`src/rtl/branch_predictor.sv`:
```
// branch_predictor: table of saturating counters looked up in Fetch with
// bimodal or gshare indexing, a registered Decode-stage prediction, training
// from the resolved branch outcome, and branch / mispredict statistics.
module branch_predictor #(
   parameter int INDEX_BITS = 6,
   parameter int CTR_BITS   = 2,
   parameter int HIST_BITS  = 4,
   parameter int MODE       = 1
) (
   input  logic                  clk,
   input  logic                  rst,
   input  logic [31:0]           pcF,
   input  logic                  stallD,
   input  logic                  flushD,
   output logic                  pred_takeD,
   output logic [INDEX_BITS-1:0] pred_indexD,
   input  logic                  update_en,
   input  logic [INDEX_BITS-1:0] update_index,
   input  logic                  update_taken,
   input  logic                  update_mispredict,
   output logic [31:0]           branch_count,
   output logic [31:0]           mispred_count
);

   localparam int                  ENTRIES  = 1 << INDEX_BITS;
   localparam logic [CTR_BITS-1:0] CTR_INIT = CTR_BITS'((1 << (CTR_BITS - 1)) - 1);
   localparam logic [CTR_BITS-1:0] CTR_MAX  = {CTR_BITS{1'b1}};

   // Saturating up/down step of one counter.
   function automatic logic [CTR_BITS-1:0] ctr_step(input logic [CTR_BITS-1:0] c,
                                                    input logic                up);
      if (up) return (c == CTR_MAX) ? c : c + CTR_BITS'(1);
      else    return (c == '0)      ? c : c - CTR_BITS'(1);
   endfunction

   logic [CTR_BITS-1:0]   ctr_q [ENTRIES];
   logic [CTR_BITS-1:0]   ctr_upd_d;
   logic [HIST_BITS-1:0]  ghr_q, ghr_d;
   logic [INDEX_BITS-1:0] idxF;
   logic                  predF;
   logic                  pred_take_q, pred_take_d;
   logic [INDEX_BITS-1:0] pred_index_q, pred_index_d;
   logic [31:0]           branch_count_q, branch_count_d;
   logic [31:0]           mispred_count_q, mispred_count_d;
   logic                  unused_pc;

   // PC bits outside the index field play no part in the lookup.
   assign unused_pc = ^{pcF[31:INDEX_BITS+2], pcF[1:0]};

   // Fetch lookup: PC word index, optionally folded with zero-extended history.
   always_comb begin
      idxF = pcF[INDEX_BITS+1:2];
      if (MODE == 1) idxF = idxF ^ INDEX_BITS'(ghr_q);
      predF = ctr_q[idxF][CTR_BITS-1];
   end

   // Next-state for training, history, Decode registers and statistics.
   always_comb begin
      ctr_upd_d       = ctr_step(ctr_q[update_index], update_taken);
      ghr_d           = ghr_q;
      branch_count_d  = branch_count_q;
      mispred_count_d = mispred_count_q;
      if (update_en) begin
         if (MODE == 1) ghr_d = HIST_BITS'({ghr_q, update_taken});
         branch_count_d  = branch_count_q + 32'd1;
         mispred_count_d = mispred_count_q + 32'(update_mispredict);
      end
      pred_take_d  = pred_take_q;
      pred_index_d = pred_index_q;
      if (flushD) begin
         pred_take_d  = 1'b0;
         pred_index_d = '0;
      end else if (!stallD) begin
         pred_take_d  = predF;
         pred_index_d = idxF;
      end
   end

   // Counter table: reset to weakly not-taken, written only on resolution.
   always_ff @(posedge clk) begin
      if (rst) begin
         for (int i = 0; i < ENTRIES; i++) ctr_q[i] <= CTR_INIT;
      end else if (update_en) begin
         ctr_q[update_index] <= ctr_upd_d;
      end
   end

   // History, Decode prediction and statistics registers.
   always_ff @(posedge clk) begin
      if (rst) begin
         ghr_q           <= '0;
         pred_take_q     <= 1'b0;
         pred_index_q    <= '0;
         branch_count_q  <= '0;
         mispred_count_q <= '0;
      end else begin
         ghr_q           <= ghr_d;
         pred_take_q     <= pred_take_d;
         pred_index_q    <= pred_index_d;
         branch_count_q  <= branch_count_d;
         mispred_count_q <= mispred_count_d;
      end
   end

   assign pred_takeD    = pred_take_q;
   assign pred_indexD   = pred_index_q;
   assign branch_count  = branch_count_q;
   assign mispred_count = mispred_count_q;

endmodule

```
`config.mk`:
```
export PLATFORM = sky130hd
export DESIGN_NAME = branch_predictor
export DESIGN_NICKNAME = d
export VERILOG_FILES = /design/src/rtl/branch_predictor.sv
export SDC_FILE = /design/constraint.sdc
export NUM_CORES = 1
export LEC_CHECK = 0
export ABC_AREA = 1
export CORE_ASPECT_RATIO = 1.2
export CORE_MARGIN = 2
export CORE_UTILIZATION = 30
export DETAILED_ROUTE_END_ITERATION = 10
export GPL_TIMING_DRIVEN = 0
export PLACE_DENSITY = 0.45
export SLEW_MARGIN = 20
export SYNTH_ARGS = -nofsm -noshare
export SYNTH_HDL_FRONTEND = slang
export SYNTH_SLANG_ARGS = --single-unit
export TNS_END_PERCENT = 20
```
`constraint.sdc`:
```
create_clock -name clk -period 2.19 [get_ports clk]
set_clock_uncertainty 0.05 [all_clocks]
set_input_delay 0.219 -clock clk [delete_from_list [all_inputs] [get_ports clk]]
set_output_delay 0.219 -clock clk [all_outputs]
set_load 0.05 [all_outputs]
```
==> impl_metrics.json <==
{
  "status": "complete, no violations",
  "seqPwrFrac": 0.430,
  "period_needed_ps": 2180,
  "rsz0062_at_grt": "yes",
  "grt-ovfl-total": 0,
  "port_buffers": 86,
  "clk_pin_slew_worst_paths_ps": 50,
  "fin_area_sq_um": 13920,
  "layout.cells.most_common": "nand2_1",
  "ys_seq_area_frac": 0.4842,
  "clkLatencyLatePin_ps": 540,
  "ys_async_sr_fraction": 0,
  "criticalPathCategory": "input port to register",
  "cp.required_ps": 2530,
  "drive_gt1_frac": 0.1100,
  "gr-usage-met1": 0.2792,
  "synthTopCellsByArea": "edfxtp_1 (35%), nand2_1 (14%), dfxtp_1 (14%)",
  "cap_viol_max_count": 0,
  "p_int_mw": 6.967,
  "rows": 76,
  "most-common-layout-cells": "nand2_1 (404), inv_1 (198), nor2_1 (192)",
  "hold_buffers": 0,
  "antenna_found_initial": 1,
  "grt.total_usage": 0.2185,
  "hold_viol": 0,
  "worstMarginPinSlew_ps": 699.2,
  "syn_inst": 1505,
  "worstPathArrival_ps": 2520,
  "cts.path.max_buffers": 3,
  "cp-start-kind": "input port",
  "root_buffer": "clkbuf_16",
  "area_delta_synth_final_pct": 26.09,
  "gp_congestion": 0.9001,
  "syn_avg_cell_area_sq_um": 7.334,
  "p_per_area_nw_per_um2": 696.4,
  "grtUsageMet3": 0.03652,
  "die_w_um": 179.1,
  "synth_edf_count": 128,
  "power_switching_mw": 2.725,
  "yosysTopAreaCellShare": 0.3482,
  "dp_hpwl_um": 29150,
  "synth_top_area_cell": "edfxtp_1",
  "vias": 10654,
  "hold_slack_ps": 49.55,
  "die_area_sq_um": 38350,
  "io_pins": 116,
  "final_antenna_net_count": 0,
  "core_area_sq_um": 36130,
  "dieHeight_um": 214.1,
  "setup_tns_ps": 0,
  "synth_ff_type": "edfxtp_1",
  "synth_area_sq_um": 11040,
  "vias_per_cell": 4.995,
  "cts_tree": "built",
  "crit_top_cell": "nand2_1",
  "initial_core_util": 0.3055,
  "grt_util_met2": 0.3678,
  "critical_path.endpoint_type": "register",
  "htreeDepth": 1,
  "grt_max_degree": 13,
  "drcViolationCount": 0,
  "grt_pass1_wl_um": 62360,
  "worst_path_max_delay_cell": "clkdlybuf4s50_1",
  "grt_busiest_layer": "met2",
  "cts_made_buffers": 25,
  "cp_slowest_stage_delay_ps": 610,
  "p_leak_nw": 5.255,
  "power_mw": 9.692,
  "swShare": 0.2812,
  "placed_cell_area_sq_um": 12510,
  "cts_sinks": 203,
  "final_nets": 1694,
  "critPathBufInv": 3,
  "first_pass_iters": 5,
  "synth.distinct_cells": 34,
  "crit_family": "simple AND/OR/NAND/NOR gates",
  "timing.fmax_mhz": 458.7,
  "setup_viol": 0,
  "cp_cell_sequence": "clkdlybuf4s50_1 -> inv_1 -> nor3_1 -> nand2_1 -> nand2_1 -> nor2_2 -> nand2_2 -> nand2_1 -> nand2_2 -> nand2_8 -> buf_12 -> nor2_1",
  "totalWireLength_um": 42110,
  "ys_ff_latch": 203,
  "wl_per_cell_um": 19.74,
  "drtIter0Drc": 909,
  "r2r_slack_ps": 40,
  "relSlewSlack": 0.5338,
  "hold_path_class": "input port to register",
  "worstPathMaxFanout": 10,
  "finalCritPeriodShare": 0.9954,
  "slew_viol_final": 0,
  "p_clk_frac": 0.422,
  "grt_pass1_vias": 10354,
  "ys_warn_count": 0,
  "syn_nets": 1553,
  "p_comb_frac": 0.148,
  "ir_drop_mv": 0.3659
}
[tightest hold or removal path, cell delays in order]
cell	delay, ps
buf_4	160
nand2_1	120
a21oi_1	70
[synth_stat cells (2+ instances only)]
| master | count |
|---|---|
| o211ai_1 | 20 |
| nor4_1 | 5 |
| o21ai_1 | 19 |
| o21ai_0 | 54 |
| o21a_1 | 6 |
| nor2_1 | 212 |
| a21oi_1 | 70 |
| buf_4 | 8 |
| ha_1 | 3 |
| dfxtp_1 | 75 |
| a211oi_1 | 2 |
| buf_6 | 2 |
| inv_1 | 207 |
| buf_2 | 26 |
| inv_2 | 2 |
| edfxtp_1 | 128 |
| clkbuf_1 | 31 |
| xor2_1 | 8 |
| nand3_1 | 138 |
| a31oi_1 | 4 |
| nor3_1 | 40 |
| xnor2_1 | 9 |
| buf_1 | 2 |
| o221a_2 | 2 |
| nand2_1 | 409 |
| nand4_1 | 15 |
[what timing repair did]
item,4_1_cts,5_1_grt
cloned,0,3
resized for setup,52,87
setup buffers,15,9
pin swaps,7,22
setup endpoints to repair,258,176
[path summary, 6_finish.rpt]
path,from,endpoint,cells past startpoint
max,update_index[3],ctr_q[23][1],12
min,update_en,branch_count[2],3
max reg2reg,ghr_q[1],pred_takeD,8
min reg2reg,pred_indexD[3],pred_indexD[3],2
[layout make-up]
| cell class | count | area, sq um |
|---|---|---|
| fill | 3814 | 22220 |
| sequential | 203 | 5350 |
| multi-input combinational | 1025 | 4785 |
| timing repair buffer | 113 | 1116 |
| inverter | 209 | 784.5 |
| clock buffer | 31 | 668.1 |
| tap | 468 | 585.6 |
| buffer | 69 | 509.2 |
| clock inverter | 14 | 117.6 |
| antenna | 1 | 2.502 |
[sequential cells by signal, indices dropped and copies added, names as in the netlist]
signal,count
pred_takeD,1
ghr_q,4
mispred_count,32
branch_count,32
pred_indexD,6
ctr_q,128
[routing by layer]
layer / up-vias / part of all wire
li1: 5162 / -
met1: 5066 / 0.42
met2: 337 / 0.48
met3: 89 / 0.060
met4: 0 / 0.035
met5: - / 0
[logic make-up after synthesis]
group,share of synthesized area
AO/OA/AOI/OAI,0.09045
AND/OR/NAND/NOR,0.3068
buffers and inverters,0.1016
XOR/XNOR,0.01349
flip-flops,0.4842
adder cells (fa/ha/maj),0.003401
[power groups by stage]
stage / clock network [mW] / registers [mW] / logic, mW
final: 4.09 / 4.16 / 1.44
after global routing: 4.33 / 4.17 / 1.54
after CTS: 4.18 / 4.16 / 1.30
after detailed placement: 0 / 4.24 / 1.22
after global placement: 0 / 4.24 / 1.22
after floorplan: 0 / 4.27 / 0.682
[per-stage QoR]
step                worst slack [ps]  std cells  utilization
finish                         9.978       2133       0.3852
global route                  -80.39       2132       0.3851
CTS                           -97.78       2120       0.3753
detailed placement             -1733       2060       0.3462
global placement               -1736       2059       0.3456
floorplan                     -34.43       1505            -
(Power assumes the default switching activity.)
